### config.mk
export PLATFORM = sky130hd
export DESIGN_NAME = core_sequencer
export DESIGN_NICKNAME = d
export VERILOG_FILES = /design/src/rtl/core_sequencer.sv
export SDC_FILE = /design/constraint.sdc
export NUM_CORES = 1
export LEC_CHECK = 0
export BUFFER_PORTS_ARGS = -buffer_cell sky130_fd_sc_hd__buf_2
export CORE_MARGIN = 5
export CORE_UTILIZATION = 47
export DETAILED_ROUTE_END_ITERATION = 6
export GPL_TIMING_DRIVEN = 0
export HOLD_SLACK_MARGIN = 0.1
export PLACE_DENSITY = 0.75
export SLEW_MARGIN = 15
export SYNTH_ARGS = -nofsm -noshare
export SYNTH_HDL_FRONTEND = slang
export SYNTH_SLANG_ARGS = --single-unit
export TNS_END_PERCENT = 10
### constraint.sdc
create_clock -name clk -period 2.6 [get_ports clk]
set_input_delay 0.26 -clock clk [delete_from_list [all_inputs] [get_ports clk]]
set_output_delay 0.26 -clock clk [all_outputs]
set_load 0.01 [all_outputs]
### src/rtl/core_sequencer.sv
// Multi-cycle instruction sequencer: FETCH/DECODE/EXEC/MEM/WB control with
// trap steering (ecall, illegal opcode, memory timeout) and a retired-instruction counter.
module core_sequencer #(
    parameter int TIMEOUT = 255,
    parameter int TO_W    = 8
) (
    input  logic        clk,
    input  logic        reset,
    input  logic [31:0] inst,
    input  logic        imem_ready,
    input  logic        dmem_ready,
    input  logic        halt_req,
    output logic        imem_req,
    output logic        ir_we,
    output logic        dmem_req,
    output logic        dmem_we,
    output logic        rf_we,
    output logic        pc_we,
    output logic [1:0]  pc_sel,
    output logic        trap,
    output logic [1:0]  cause,
    output logic [2:0]  state,
    output logic [31:0] instret
);

    localparam logic [2:0] S_FETCH  = 3'd0;
    localparam logic [2:0] S_DECODE = 3'd1;
    localparam logic [2:0] S_EXEC   = 3'd2;
    localparam logic [2:0] S_MEM    = 3'd3;
    localparam logic [2:0] S_WB     = 3'd4;
    localparam logic [2:0] S_TRAP   = 3'd5;
    localparam logic [2:0] S_HALT   = 3'd6;

    localparam logic [1:0] CAUSE_ECALL   = 2'd1;
    localparam logic [1:0] CAUSE_ILLEGAL = 2'd2;
    localparam logic [1:0] CAUSE_TIMEOUT = 2'd3;

    localparam logic [TO_W-1:0] WAIT_LIMIT = TO_W'(TIMEOUT - 1);

    logic [2:0]      state_q, state_nxt;
    logic [TO_W-1:0] wait_cnt;
    logic [1:0]      cause_q, cause_nxt;
    logic [31:0]     instret_q;
    logic            timeout_hit;

    logic is_load, is_store, is_branch, is_jump, is_ecall, is_illegal;

    always_comb begin
        is_load    = 1'b0;
        is_store   = 1'b0;
        is_branch  = 1'b0;
        is_jump    = 1'b0;
        is_ecall   = 1'b0;
        is_illegal = 1'b0;
        case (inst[6:0])
            7'b0000011: is_load   = 1'b1;
            7'b0100011: is_store  = 1'b1;
            7'b1100011: is_branch = 1'b1;
            7'b1101111,
            7'b1100111: is_jump   = 1'b1;
            7'b0110011,
            7'b0010011,
            7'b0110111,
            7'b0010111: ;
            // Only the exact ECALL encoding is accepted in the SYSTEM space
            7'b1110011: begin
                if (inst == 32'h0000_0073) is_ecall   = 1'b1;
                else                       is_illegal = 1'b1;
            end
            default:    is_illegal = 1'b1;
        endcase
    end

    assign timeout_hit = (wait_cnt == WAIT_LIMIT);

    always_ff @(posedge clk or posedge reset) begin
        if (reset) state_q <= S_FETCH;
        else       state_q <= state_nxt;
    end

    always_comb begin
        state_nxt = state_q;
        cause_nxt = cause_q;
        case (state_q)
            S_FETCH: begin
                // A ready arriving on the limit cycle beats the timeout
                if (imem_ready) begin
                    state_nxt = S_DECODE;
                end else if (timeout_hit) begin
                    state_nxt = S_TRAP;
                    cause_nxt = CAUSE_TIMEOUT;
                end
            end
            S_DECODE: begin
                if (is_ecall) begin
                    state_nxt = S_TRAP;
                    cause_nxt = CAUSE_ECALL;
                end else if (is_illegal) begin
                    state_nxt = S_TRAP;
                    cause_nxt = CAUSE_ILLEGAL;
                end else begin
                    state_nxt = S_EXEC;
                end
            end
            S_EXEC:  state_nxt = (is_load || is_store) ? S_MEM : S_WB;
            S_MEM: begin
                if (dmem_ready) begin
                    state_nxt = S_WB;
                end else if (timeout_hit) begin
                    state_nxt = S_TRAP;
                    cause_nxt = CAUSE_TIMEOUT;
                end
            end
            S_WB, S_TRAP, S_HALT: state_nxt = halt_req ? S_HALT : S_FETCH;
            default: state_nxt = S_FETCH;
        endcase
    end

    always_ff @(posedge clk or posedge reset) begin
        if (reset) begin
            wait_cnt  <= '0;
            cause_q   <= 2'd0;
            instret_q <= 32'd0;
        end else begin
            // Any state change restarts the wait window for the next FETCH/MEM
            if (state_nxt != state_q)
                wait_cnt <= '0;
            else if ((state_q == S_FETCH && !imem_ready) || (state_q == S_MEM && !dmem_ready))
                wait_cnt <= wait_cnt + 1'b1;
            if (state_nxt == S_TRAP && state_q != S_TRAP)
                cause_q <= cause_nxt;
            if (state_q == S_WB)
                instret_q <= instret_q + 32'd1;
        end
    end

    always_comb begin
        imem_req = 1'b0;
        ir_we    = 1'b0;
        dmem_req = 1'b0;
        dmem_we  = 1'b0;
        rf_we    = 1'b0;
        pc_we    = 1'b0;
        pc_sel   = 2'b00;
        trap     = 1'b0;
        // Strobes are forced low for the whole reset pulse, not just after the edge
        if (!reset) begin
            case (state_q)
                S_FETCH: begin
                    imem_req = 1'b1;
                    ir_we    = imem_ready;
                end
                S_MEM: begin
                    dmem_req = 1'b1;
                    dmem_we  = is_store;
                end
                S_WB: begin
                    pc_we = 1'b1;
                    rf_we = !(is_store || is_branch);
                    if (is_branch)    pc_sel = 2'b01;
                    else if (is_jump) pc_sel = 2'b10;
                end
                S_TRAP: begin
                    pc_we  = 1'b1;
                    pc_sel = 2'b11;
                    trap   = 1'b1;
                end
                default: ;
            endcase
        end
    end

    assign cause   = cause_q;
    assign state   = state_q;
    assign instret = instret_q;

endmodule

==> results of run 1 <==
-- placed cells by master, fill, tap and decap left out, types with 4 or more instances in the layout --
cell type   n
a21oi_1     4
and2_1      6
and3_1      7
and4_1      7
buf_2      85
clkbuf_8    5
dfrtp_1    45
inv_1       4
nand2_1    23
nand3_1    13
nand3b_1    5
nand4_1    10
nor2_1     26
nor4_1      7
o21ai_0     4
xnor2_1    22
xor2_1     13
-- cells by family after synthesis --
logic type,share of synthesized area [%]
simple gates,28.19
xor+xnor,13.10
buf+inv,2.285
flops,45.71
mux,0.8634
compound gates,8.330
fa+ha+maj,1.524
-- per-layer routing --
layer / share of wire, % / up-vias
met5: 0 / -
met4: 0.35 / 0
met3: 7.9 / 2
met2: 48 / 75
met1: 44 / 1021
li1: - / 1063
-- registers in the layout, summed over array words and instances (netlist names) --
name      cells
cause         2
wait_cnt      8
instret      32
state         3
-- repair_timing --
item | CTS | global route
setup buffers | 0 | 0
hold buffers | 1 | 0
hold endpoints to repair | 9 | 0
-- power by group --
group          internal, mW  total, mW  switching, mW
Clock                 0.279      0.506          0.226
Combinational         0.320      0.741          0.421
Sequential            0.789      0.916          0.126
Total                  1.39       2.16          0.773
-- per-stage QoR --
stage | cells | hold WS (ps) | util [%] | setup slack (ps)
after global placement | 399 | 455.8 | 57.99 | -234.5
after detailed placement | 400 | 229.5 | 58.38 | 621.6
final | 408 | 379.2 | 60.61 | 496.5
after floorplan | 247 | 501.1 | - | 415.5
after global routing | 408 | 399.2 | 60.61 | 327.0
after CTS | 408 | 375.8 | 60.61 | 475.6
-- worst max-delay path: stages, from the launching register on --
cell	delay, ps
dfrtp_1	540
clkbuf_1	390
nand3b_1	210
a211oi_1	250
buf_2	170
-- worst max path at each step --
stage / start / end / cells past startpoint
after floorplan: reset / rf_we / 3
after global placement: reset / rf_we / 5
after detailed placement: state[2] / wait_cnt[4] / 5
after CTS: state[2] / rf_we / 4
after global routing: state[2] / rf_we / 4
final: state[2] / rf_we / 4
-- final cells by class --
class	count	area (µm²)
buffer	7	37.54
clock buffer	5	68.82
clock inverter	2	35.03
fill	441	2012
inverter	5	18.77
multi-input combinational	190	1281
sequential	45	1126
tap	70	87.58
timing repair buffer	84	440.4
==> out/results.tsv, run 1 <==
metric	value	unit
Gate Count Post-Synth	247	
root buf cell	clkbuf_8	
Post-synth EDFFs	0	
Core Area	5107	µm²
GRT Util Overall	17.23	%
Slew HR	58.10	%
PortBufs	82	
Antenna Cells	0	
die height	82.40	µm
initial core utilization	48.24	%
met3 Track Usage GR	4.664	%
GPL Wtd Cong	0.7991	
Synth Warn #	0	
worst skew pair latency	290	ps
met1 GRT Util	20.96	%
total CTS buffers	5	
Yosys reg bits	45	
cell area after layout	3095	µm²
Resize count post-CTS	0	
syn_area_per_cell	9.974	µm²
Synth top area share	45.71	%
critical path class	reg -> out	
unrepaired setup endpoints after global routing	no	
Slew Limit Fails	0	
end of the worst register-to-register path	wait_cnt[2]	
die width	82.40	µm
Layout Area Growth over Synthesis	25.65	%
Hold Fails Final Rpt	0	
Sink Count	45	
max_cap viols	0	
drt wl/cell	13.48	µm
peak supply drop	0.4125	mV
DRT Pass-1 Iters	4	
worst-case reg-to-reg path depth	5	
top post-synthesis cells by count	dfrtp_1, nor2_1, nand2_1	
top_reg_cell synth	dfrtp_1	
hold depth	6	
gr busiest metal	met2	
largest area contributor in the netlist	dfrtp_1	
Vias	2161	
worst min path class	in -> reg	
Clock Pin Slew Worst Setup and Hold Paths	70	ps
CP endpoint kind	primary output	
clk_skew	8.386	ps
first-pass GRT wire length	9121	µm
CTS max path bufs	2	
GR Layer Usage met2	29.97	%
Initial DRC Count	65	
post-synthesis sequential area ratio	45.71	%
WP data arrival	1840	ps
drt via density	5.297	
Max FO, Critical Path	10	
syn_nets	287	
initial antenna violation count	0	
maximum clock rate	475.4	MHz
Synth area leaders	dfrtp_1, xnor2_1, xor2_1, nor2_1, nand2_1	
layout cells sized above 1	31.36	%
R2R Path Start	state[2]	
crit path launch type	flop	
Rows	26	
GRT overflow	0	
count of cell types in the netlist	50	
placed instance area	2982	µm²
final-stage net count	378	
drt total wl	5501	µm
Post-synth ARST share	100.0	%
I/O Pins	83	
Period minus WS final	2104	ps
die area	6790	µm²
vias in the first global route	2089	
Req. time, crit path	2340	ps
most frequent cell after synthesis	dfrtp_1	
Hold Path Origin	inst[29]	
r2r setup slk	660	ps
Syn Std Cell Area	2464	µm²
leak pwr	1.541	nW
PwrDens	698.6	nW/µm²
total negative slack	0	ps
TritonCTS clock tree	done	
Hold EP	cause[0]	
largest net degree at the start of global routing	37	
Final Power	2.162	mW
Final setup viols	0	
status	complete, no violations	
hpwl dp	4315	µm
DRC Markers	0	
Least-Margin Pin Slew	627.5	ps
depth of the CTS H-tree	2	
Routed Antenna Nets	0	
crit share post-route	80.90	%
Power figures use the tool's default switching activity.
==> inputs of run 2 (changes only) <==
==> constraint.sdc (replaced) <==
create_clock -name clk -period 2 [get_ports clk]
set_input_delay 0.2 -clock clk [delete_from_list [all_inputs] [get_ports clk]]
set_output_delay 0.2 -clock clk [all_outputs]
set_load 0.01 [all_outputs]
==> out/results.tsv, run 2 (synthesis gave the netlist of run 1 again) <==
metric	value	unit	change
status	complete, no violations		
leak pwr	1.544	nW	+0.21%
DR top layer	met4		
DRC Markers	0		unchanged
largest net degree at the start of global routing	24		-35%
peak supply drop	0.4882	mV	+18%
GPL Wtd Cong	0.7759		-2.9%
worst hold margin	323.8	ps	-55.32 ps
Final Power	2.924	mW	+35%
commonest non-fill, non-tap cell in the layout	buf_2		
CTS max path bufs	2		unchanged
GRT overflow	0		unchanged
Sw Ratio	35.99	%	+0.22 points
Sink Count	45		unchanged
first-pass GRT wire length	9722	µm	+6.6%
Routed Antenna Nets	0		unchanged
crit share post-route	97.72	%	
Clock Pin Slew Worst Setup and Hold Paths	80	ps	about the same
Comb pwr share	34.6	%	+0.3 points
die width	82.40	µm	unchanged
PwrDens	932.7	nW/µm²	+34%
TritonCTS clock tree	done		
root buf cell	clkbuf_8		
WP data arrival	1750	ps	-90 ps
layout cells sized above 1	32.94	%	+1.6 points
clk_skew	8.204	ps	-0.1820 ps
postcts setup bufs	0		unchanged
max_cap viols	0		unchanged
final-stage net count	379		+0.26%
drt total wl	5751	µm	+4.5%
Vias	2191		+1.4%
most frequent cells in the layout	buf_2, dfrtp_1, nor2_1, nand2_1, xnor2_1		
worst min path class	in -> reg		
DP Cell Count	399		-0.25%
I/O Pins	83		unchanged
Max FO, Critical Path	10		unchanged
die area	6790	µm²	unchanged
Slew Limit Fails	0		unchanged
Clk pwr share	24.3	%	+0.9 points
Least-Margin Pin Slew	970.9	ps	+343.4 ps
Antenna Cells	0		unchanged
depth of the CTS H-tree	2		unchanged
maximum clock rate	511.7	MHz	
cell area after layout	3136	µm²	+1.3%
Sequential Power Share	41.0	%	-1.3 points
drt via density	5.344		+0.89%
DR WL met2	2732	µm	+4.1%
Rows	26		unchanged
initial antenna violation count	0		unchanged
M1 WL	2485	µm	+2.6%
Req. time, crit path	1800	ps	-540 ps
crit path launch type	flop		
Post-Layout Cell Count	410		+0.49%
vias in the first global route	2145		+2.7%
Initial DRC Count	65		unchanged
placed instance area	2965	µm²	-0.55%
unrepaired setup endpoints after global routing	yes		
Period minus WS final	1954	ps	
initial core utilization	48.24	%	unchanged
Slew HR	35.06	%	-23 points
die height	82.40	µm	unchanged
Largest register FFs	32		unchanged
worst skew pair latency	290	ps	about the same
GRT Util Overall	18.14	%	+0.91 points
Int Power	1.872	mW	+35%
PortBufs	82		unchanged
DRT Pass-1 Iters	4		unchanged
Final Util	61.39	%	+0.78 points
Final setup viols	0		unchanged
critical path class	reg -> out		
met3 wire len	492	µm	+14%
total CTS buffers	5		unchanged
hpwl dp	4384	µm	+1.6%
CP endpoint kind	primary output		
Core Area	5107	µm²	unchanged
NetSw	1.053	mW	+36%
Hold Fails Final Rpt	0		unchanged
Layout Area Growth over Synthesis	27.27	%	
drt wl/cell	14.03	µm	+4.0%
-- run 2: cell count changes in the layout (fill, tap and decap cells not counted), sizes merged --
cell,before,now
clkbuf,7,8
clkinv,1,0
buf,88,87
inv,5,4
dlygate4sd3,1,2
clkinvlp,0,3
-- run 2: layer usage --
layer / track usage, % / vias to the layer above
met3: 4.013 / 2
met5: 0 / -
li1: - / 1068
met4: 5.482 / 0
met2: 31.41 / 90
met1: 22.44 / 1031
-- run 2: power groups by stage --
stage / clock, mW / combinational, mW / sequential (mW)
after floorplan: 0 / 0.614 / 1.22
after global placement: 0 / 0.954 / 1.20
after detailed placement: 0 / 0.967 / 1.21
after CTS: 0.727 / 0.990 / 1.19
final: 0.711 / 1.01 / 1.20
after global routing: 0.772 / 1.14 / 1.22
-- run 2: area by class of cell --
cell class	instances	area [µm²]
fill	442	1972
multi-input combinational	190	1300
sequential	45	1127
timing repair buffer	84	430.4
tap	70	87.58
clock buffer	6	82.58
buffer	7	40.04
clock inverter	2	37.54
inverter	5	22.52
timing repair inverter	1	7.507
-- run 2: path summary, 6_finish.rpt --
path / slack (ps) / startpoint / cells after the start / end
setup / recovery: 50 / state[0] / 5 / ir_we
hold / removal: 320 / inst[26] / 5 / cause[0]
setup reg to reg: 160 / state[0] / 5 / wait_cnt[5]
hold reg to reg: 460 / instret[31] / 1 / instret[31]
max in group asynchronous: 590 / reset / 3 / state[2]
min in group asynchronous: 600 / reset / 3 / instret[24]
-- run 2: repair_timing --
item                       CTS  global route
hold endpoints to repair    22            23
gates cloned                 1             0
resized for setup            3             3
setup endpoints to repair    6            11
hold buffers                 1             1
-- run 2: worst max-delay path, cell delays in order, from the launching register on --
cell	delay (ps)
dfrtp_1	450
buf_2	220
clkbuf_2	200
nor4_2	310
and2_1	160
buf_2	120
-- run 2: metrics by stage --
stage | setup TNS (ps) | setup WS [ps]
after floorplan | 0 | 238.8
after global placement | -859.3 | -282.8
after detailed placement | -793.9 | -260.5
after CTS | 0 | 7.833
after global routing | -113.1 | -84.94
final | 0 | 45.58
